`src/rtl/lsu_mem_access.sv`:
```
// lsu_mem_access: load/store unit for the NPC memory stage.
// Takes one request at a time from the pipeline over a valid/ready handshake.
// It checks the size and alignment of the request and then drives a
// request/acknowledge memory bus with byte-lane steering.
// Load data is extracted from the lane and sign- or zero-extended.
// A memory access that does not get an ack in time ends with an error response.
//
// Ports:
//   clk, rst                      clock, synchronous active-high reset
//   req_valid/req_ready           request handshake
//   req_wen, req_addr, req_wdata  store flag, byte address, right-justified store data
//   req_size, req_unsigned        log2 access bytes, zero-extend loads when 1
//   resp_valid/resp_ready         response handshake
//   resp_rdata, resp_err          extended load data (0 for stores/errors), error flag
//   mem_ren, mem_wen              memory read/write strobes, held until ack/timeout
//   mem_addr, mem_wdata, mem_wmask  bus-aligned address, lane-shifted data, byte enables
//   mem_rdata, mem_ack            read data (valid with ack), access complete
module lsu_mem_access #(
  parameter int ADDR_WIDTH     = 32,
  parameter int DATA_WIDTH     = 32,
  parameter int TIMEOUT_CYCLES = 255
) (
  input  logic                    clk,
  input  logic                    rst,
  input  logic                    req_valid,
  output logic                    req_ready,
  input  logic                    req_wen,
  input  logic [ADDR_WIDTH-1:0]   req_addr,
  input  logic [DATA_WIDTH-1:0]   req_wdata,
  input  logic [1:0]              req_size,
  input  logic                    req_unsigned,
  output logic                    resp_valid,
  input  logic                    resp_ready,
  output logic [DATA_WIDTH-1:0]   resp_rdata,
  output logic                    resp_err,
  output logic                    mem_ren,
  output logic                    mem_wen,
  output logic [ADDR_WIDTH-1:0]   mem_addr,
  output logic [DATA_WIDTH-1:0]   mem_wdata,
  output logic [DATA_WIDTH/8-1:0] mem_wmask,
  input  logic [DATA_WIDTH-1:0]   mem_rdata,
  input  logic                    mem_ack
);

  localparam int NB  = DATA_WIDTH / 8;
  localparam int OFF = $clog2(NB);
  localparam int CW  = $clog2(TIMEOUT_CYCLES) + 1;

  typedef enum logic [1:0] {IDLE, ACCESS, RESP} state_t;

  state_t          state_reg;
  logic [CW-1:0]   tmo_cnt_reg;
  logic            wen_reg;
  logic [1:0]      size_reg;
  logic [OFF-1:0]  off_reg;
  logic            unsigned_reg;

  // Request decode, evaluated on the incoming request in IDLE
  logic [OFF-1:0]  req_off;
  logic            req_illegal;
  logic            req_misaligned;
  logic [NB-1:0]   req_mask;

  always_comb begin
    req_off        = req_addr[OFF-1:0];
    req_illegal    = (req_size == 2'd3) && (DATA_WIDTH != 64);
    req_misaligned = 1'b0;
    // Misaligned when any of the low 'size' address bits is set
    for (int i = 0; i < OFF; i++) begin
      if (i < int'(req_size) && req_addr[i]) req_misaligned = 1'b1;
    end
    req_mask = '0;
    for (int i = 0; i < NB; i++) begin
      if (i < (1 << req_size)) req_mask[i] = 1'b1;
    end
    req_mask = req_mask << req_off;
  end

  // Load extraction from the latched offset/size; captured only on ack
  logic [DATA_WIDTH-1:0] rd_shift;
  logic [DATA_WIDTH-1:0] rd_ext;
  logic                  rd_sign;

  always_comb begin
    rd_shift = mem_rdata >> {off_reg, 3'b000};
    case (size_reg)
      2'd0:    rd_sign = rd_shift[7];
      2'd1:    rd_sign = rd_shift[15];
      2'd2:    rd_sign = rd_shift[31];
      default: rd_sign = rd_shift[DATA_WIDTH-1];
    endcase
    rd_ext = '0;
    for (int i = 0; i < DATA_WIDTH; i++) begin
      if (i < (8 << size_reg)) rd_ext[i] = rd_shift[i];
      else                     rd_ext[i] = rd_sign & ~unsigned_reg;
    end
  end

  always_ff @(posedge clk) begin
    if (rst) begin
      state_reg    <= IDLE;
      tmo_cnt_reg  <= '0;
      wen_reg      <= 1'b0;
      size_reg     <= '0;
      off_reg      <= '0;
      unsigned_reg <= 1'b0;
      req_ready    <= 1'b1;
      resp_valid   <= 1'b0;
      resp_rdata   <= '0;
      resp_err     <= 1'b0;
      mem_ren      <= 1'b0;
      mem_wen      <= 1'b0;
      mem_addr     <= '0;
      mem_wdata    <= '0;
      mem_wmask    <= '0;
    end else begin
      case (state_reg)
        IDLE: begin
          if (req_valid) begin
            wen_reg      <= req_wen;
            size_reg     <= req_size;
            off_reg      <= req_off;
            unsigned_reg <= req_unsigned;
            tmo_cnt_reg  <= '0;
            req_ready    <= 1'b0;
            if (req_illegal || req_misaligned) begin
              // Rejected without touching the bus
              state_reg  <= RESP;
              resp_valid <= 1'b1;
              resp_err   <= 1'b1;
              resp_rdata <= '0;
            end else begin
              state_reg <= ACCESS;
              mem_ren   <= ~req_wen;
              mem_wen   <= req_wen;
              mem_addr  <= {req_addr[ADDR_WIDTH-1:OFF], {OFF{1'b0}}};
              mem_wdata <= req_wdata << {req_off, 3'b000};
              mem_wmask <= req_mask;
            end
          end
        end
        ACCESS: begin
          // Ack takes priority over an expiring timeout in the same cycle
          if (mem_ack || tmo_cnt_reg == CW'(TIMEOUT_CYCLES - 1)) begin
            state_reg  <= RESP;
            resp_valid <= 1'b1;
            resp_err   <= ~mem_ack;
            resp_rdata <= (mem_ack && !wen_reg) ? rd_ext : '0;
            mem_ren    <= 1'b0;
            mem_wen    <= 1'b0;
            mem_addr   <= '0;
            mem_wdata  <= '0;
            mem_wmask  <= '0;
          end else begin
            tmo_cnt_reg <= tmo_cnt_reg + 1'b1;
          end
        end
        RESP: begin
          if (resp_ready) begin
            state_reg  <= IDLE;
            resp_valid <= 1'b0;
            resp_err   <= 1'b0;
            resp_rdata <= '0;
            req_ready  <= 1'b1;
          end
        end
        default: state_reg <= IDLE;
      endcase
    end
  end

endmodule

```
`config.mk`:
```
export PLATFORM = sky130hd
export DESIGN_NAME = lsu_mem_access
export DESIGN_NICKNAME = d
export VERILOG_FILES = /design/src/rtl/lsu_mem_access.sv
export SDC_FILE = /design/constraint.sdc
export NUM_CORES = 1
export LEC_CHECK = 0
export BUFFER_PORTS_ARGS = -buffer_cell sky130_fd_sc_hd__buf_2
export CORE_MARGIN = 10
export CORE_UTILIZATION = 42
export CTS_CLUSTER_SIZE = 28
export DETAILED_ROUTE_END_ITERATION = 6
export PLACE_DENSITY_LB_ADDON = 0.15
export SKIP_LAST_GASP = 1
export SLEW_MARGIN = 20
export SYNTH_ARGS = -nofsm -noshare
export SYNTH_HDL_FRONTEND = slang
export SYNTH_SLANG_ARGS = --single-unit
```
`constraint.sdc`:
```
create_clock -name clk -period 2.41 [get_ports clk]
set_input_delay 0.3615 -clock clk [delete_from_list [all_inputs] [get_ports clk]]
set_output_delay 0.3615 -clock clk [all_outputs]
set_load 0.01 [all_outputs]
```
# == Word-level counts from Yosys, hierarchy flattened ==
# Index checks and enable logic that the tools add are counted.
# totals
reg_bits,122
latchBits,0
ram_bits,0
mem_bits_ro,0
in_bits,105
out_inout_bits,105
wordCells,172
n_memories,0
# op_classes
n_addsub,1
multipliers,0
n_div,0
order_cmp,38
eq_ne,11
shift,5
muxes,81
n_bitwise,4
reduce_logical,17
# ops
cell,n
6-bit by 32-bit < comparator with 1-bit output (first input constant),16
32-bit 2-to-1 mux,10
5-bit by 32-bit < comparator with 1-bit output (first input constant),8
3-bit by 32-bit < comparator with 1-bit output (first input constant),4
4-bit by 32-bit < comparator with 1-bit output (first input constant),4
32-bit case mux with 2 select lines,2
32-bit case mux with 3 select lines,1
1-bit by 32-bit < comparator with 1-bit output (first input constant),2
2-bit by 32-bit < comparator with 1-bit output (first input constant),2
1-bit 2-to-1 mux,50
1-bit by 2-bit << shifter with 32-bit output (first input constant),1
32-bit by 5-bit << shifter with 32-bit output,1
4-bit by 2-bit << shifter with 32-bit output (first input constant),1
32-bit by 5-bit >> shifter with 32-bit output,1
9-bit 2-to-1 mux,2
9-bit case mux with 2 select lines,1
4-bit 2-to-1 mux,3
2-bit != test (second input constant),6
9-bit by 1-bit adder with 9-bit output (second input constant),1
9-bit by 8-bit == test with 1-bit output (second input constant),1
3-bit AND reduction,3
2-bit 2-to-1 mux,4
1-bit case mux with 2 select lines,4
4-bit case mux with 2 select lines,1
17 further kinds,28

# == Longest topological paths before layout ==
# logic_depth
word_depth,8
ltp_mapped,8
mapped_depth_nobuf,6

# == Worst setup path after synthesis ==
# No wires, ideal clock.
# synth_path
path_kind,input port to flip-flop
startpoint,input req_addr[1]
endpoint,register mem_wmask[0]
setup_time_ps,123
arrival_time_ps,1650
required_time_ps,2287
slack_ps,637
path_stages,6
path_buffers,2
cell_sequence,buf_2 -> or3_1 -> a31oi_4 -> nand3_1 -> buf_6 -> mux2_1
# synth_via
elab_chain_len,5
word_cells_on_any_way,9
cone_classes,eq/ne (1); shift (1); mux (4); reduce/logical (3)
# synth_rtl
item,line,rtl
"start, declared",28,"input logic [ADDR_WIDTH-1:0] req_addr,"
branches (longest 5 deep; another with 4-bit by 2-bit << shifter with 4-bit output),-,
"end signal, assigned",138,mem_wmask <= req_mask;
"end, declared",40,"output logic [DATA_WIDTH/8-1:0] mem_wmask,"
# Several ways; the timed one is not identified. The select of a mux whose other input is x is not followed.
# A chain may end at the register's enable or synchronous reset.

# == Worst setup path after layout ==
# layout_path
startpoint,register tmo_cnt_reg[0]
endpoint,register resp_rdata[16]
# layout_via
elab_chain_len,4
# layout_rtl
item,line,rtl
"start, declared",52,logic [CW-1:0] tmo_cnt_reg;
"start signal, assigned",155,tmo_cnt_reg <= tmo_cnt_reg + 1'b1;
9-bit by 8-bit == test with 1-bit output,144,if (mem_ack || tmo_cnt_reg == CW'(TIMEOUT_CYCLES - 1)) begin
1-bit logical OR,144,
2-bit != test (no line),-,
5-bit AND reduction (no line),-,
"end signal, assigned",148,resp_rdata <= (mem_ack && !wen_reg) ? rd_ext : '0;
"end, declared",34,"output logic [DATA_WIDTH-1:0] resp_rdata,"
# Every way passes these cells.

==> results by group <==
Global routing
  – First-pass GRT wire length: 31710 microns
  – GRT Total Usage: 0.1980
  – Initial antenna violation count: 4
  – Largest net degree at the start of global routing: 42
  – Gr ovfl total: 0
  – Number of global-route vias before repair: 6017

Worst setup path
  – RR Startpoint: tmo_cnt_reg[0]$_SDFFE_PP0P_
  – Crit Path Category: flip-flop to flip-flop
  – Crit Path Max Fanout: 12
  – Startpoint types: flip-flop
  – Arr. time, crit path: 2.52 ns
  – Worst Setup SP: tmo_cnt_reg[0]$_SDFFE_PP0P_
  – Crit. End Element: flip-flop
  – Crit path required time: 2.75 ns

Pwr
  – Worst VDD drop: 530.2 uV
  – P_leak: 0.003416 uW
  – Pwr per Cell Area: 769.4 nW/um^2

Synth
  – Top-count cell post-synth: dfxtp_1
  – Yosys top cell by area: dfxtp_1
  – Commonest cells in the netlist: dfxtp_1 (120), nand2_1 (78), mux2i_1 (58)
  – Yosys warns: 0
  – Number of synthesized register bits: 120
  – Mapped Area: 5992 sq um
  – Post-synthesis sequential area ratio: 0.4009
  – Number of synthesized flops with an enable pin: 0
  – Top FF cell, synth: dfxtp_1
  – Cell count after synthesis: 652
  – Library cells used by synthesis: 58
  – Async SR Flop Fraction: 0
  – Synth top area share: 0.4009
  – Mean Syn Cell Area: 9.190 sq um
  – Ranking of synthesized cells by area: dfxtp_1 (40%), mux2i_1 (9.7%), o31ai_1 (5.4%)

Cells and area
  – Biggest regs: mem_wdata: 32 flops, resp_rdata: 32 flops, mem_addr: 30 flops
  – Area delta synth->final: 30.57%
  – Fin area: 7824 sq um
  – Final #Nets: 947
  – Ratio of cells with drive above 1 in the final layout: 0.3552
  – Fill count: 1278

Detailed routing
  – Routed WL per cell: 19.35 microns
  – Routed WL: 20060 microns
  – DRC: 0
  – DRT Pass-1 Iters: 5
  – Post-DRT Antenna Nets: 0
  – DR iter-0 viols: 379
  – Vias per inst: 5.593
  – Via count: 5800

CTS
  – TritonCTS buffer count: 17
  – # clock sinks: 120
  – TritonCTS clock tree: yes
  – Clock slew at reported path FFs: 0.06 ns
  – Setup repair bufs after CTS: 0
  – H-tree Lvls: 4
  – Clk root buf: clkbuf_16
  – Worst-skew pair later-pin latency: 0.41 ns
  – Post-CTS Hold Fix Bufs: 0
  – Clock Path Buffers: 2
  – Post-cts resize count: 0

Die
  – Die W: 139.4 microns
  – Initial Util: 0.4300
  – Die Y: 139.4 microns
  – Num rows: 43
  – IO Count: 210
  – Core area: 13930 sq um
  – Die area: 19440 sq um

Timing
  – Final period util: 0.9029
  – Final Setup Violations: 0
  – Worst-Margin Slew: 0.7228 ns
  – RSZ-0062 raised after global routing: no
  – Setup TNS: 0 ns
  – Fmax: 0.4596 GHz
  – Slew Limit Fails: 0
  – Crit path time final: 2.176 ns
  – WHS: 0.2049 ns
  – Slew HR: 0.5112
  – Final Skew: 0.006229 ns
  – Final hold violations: 0

Place
  – IO buf count: 207
  – Dpl hpwl: 15040 microns
  – Placed inst area: 7186 sq um
  – GPL Wtd Cong: 0.9036

Run
  – Max-cap violations: 0

Hold path
  – Hold Path Class: primary input to flip-flop
  – Hold_sp: req_addr[20]

Status
  – Status: complete, no violations
[critical path, stage by stage, from the launching register on]
cell       delay, ns
dfxtp_1         0.40
inv_1           0.09
ha_1            0.20
nand4b_1        0.19
o21ai_2         0.14
a31oi_2         0.65
buf_4           0.29
o2bb2ai_1       0.13
[through the flow]
stage	setup slack, ns	std cells	power [uW]	utilization
global route	0.07655	1036	6250	0.5613
detailed placement	0.1957	1001	3386	0.5157
floorplan	0.6368	653	2960	-
finish	0.2341	1037	6020	0.5615
global placement	0.3508	1001	3364	0.5157
CTS	0.2182	1033	6053	0.5603
[cells in the final DEF (no fill, tap or decap), types with 9 or more instances in the layout]
| master | synthesis | routed |
|---|---|---|
| buf_4 | 5 | 27 |
| nand4_1 | 41 | 41 |
| mux2i_1 | 58 | 58 |
| nor2_1 | 20 | 20 |
| o31ai_1 | 43 | 42 |
| mux4_2 | 9 | 9 |
| o21ai_0 | 13 | 13 |
| nor3_1 | 14 | 13 |
| mux2_2 | 15 | 15 |
| a21oi_1 | 57 | 57 |
| dfxtp_1 | 120 | 120 |
| o2bb2ai_1 | 30 | 30 |
| nand2_1 | 78 | 78 |
| buf_2 | 20 | 207 |
| clkbuf_16 | 0 | 17 |
[report_power, final]
group          switching [uW]  internal [uW]  leakage, uW
clock network             919           1750     0.000296
registers                76.0           2110     0.000976
logic                     693            467      0.00214
total                    1690           4330      0.00342
[kinds of logic after synthesis]
group                    Yosys count  share of synthesized area
multiplexers                      83                     0.1608
AND/OR/NAND/NOR                  192                     0.1633
XOR/XNOR                           4                   0.005848
other                              1                  0.0006258
AO/OA/AOI/OAI                    179                     0.2088
buffers and inverters             71                    0.05554
flip-flops                       120                     0.4009
adder cells (fa/ha/maj)            2                   0.004176
[layout make-up]
cell class              count  area (sq um)  area share
diodes                      4         10.01    0.001279
clock buffers              20         446.7     0.05709
clock inverters            12         175.2     0.02239
inverters                   4         15.01    0.001919
multi-input cells         462          3291      0.4206
flip-flops and latches    120          2402      0.3071
well taps                 180         225.2     0.02879
repair buffers            235          1259      0.1609
[worst paths after layout]
| kind | cells past startpoint | end | slack, ns |
|---|---|---|---|
| max | 7 | resp_rdata[16]$_SDFFE_PP0P_ | 0.23 |
| min | 3 | mem_addr[20]$_SDFFE_PP0P_ | 0.20 |
| max reg2reg | 7 | resp_rdata[16]$_SDFFE_PP0P_ | 0.23 |
| min reg2reg | 2 | mem_wdata[13]$_SDFFE_PP0P_ | 0.46 |
[per-layer routing]
metal,wire length (microns),global-route usage
met5,0,0
met4,441,0.08951
met3,1328,0.05920
met2,9764,0.3279
met1,8527,0.2300
Note: power is estimated with default switching activity, not from simulation.
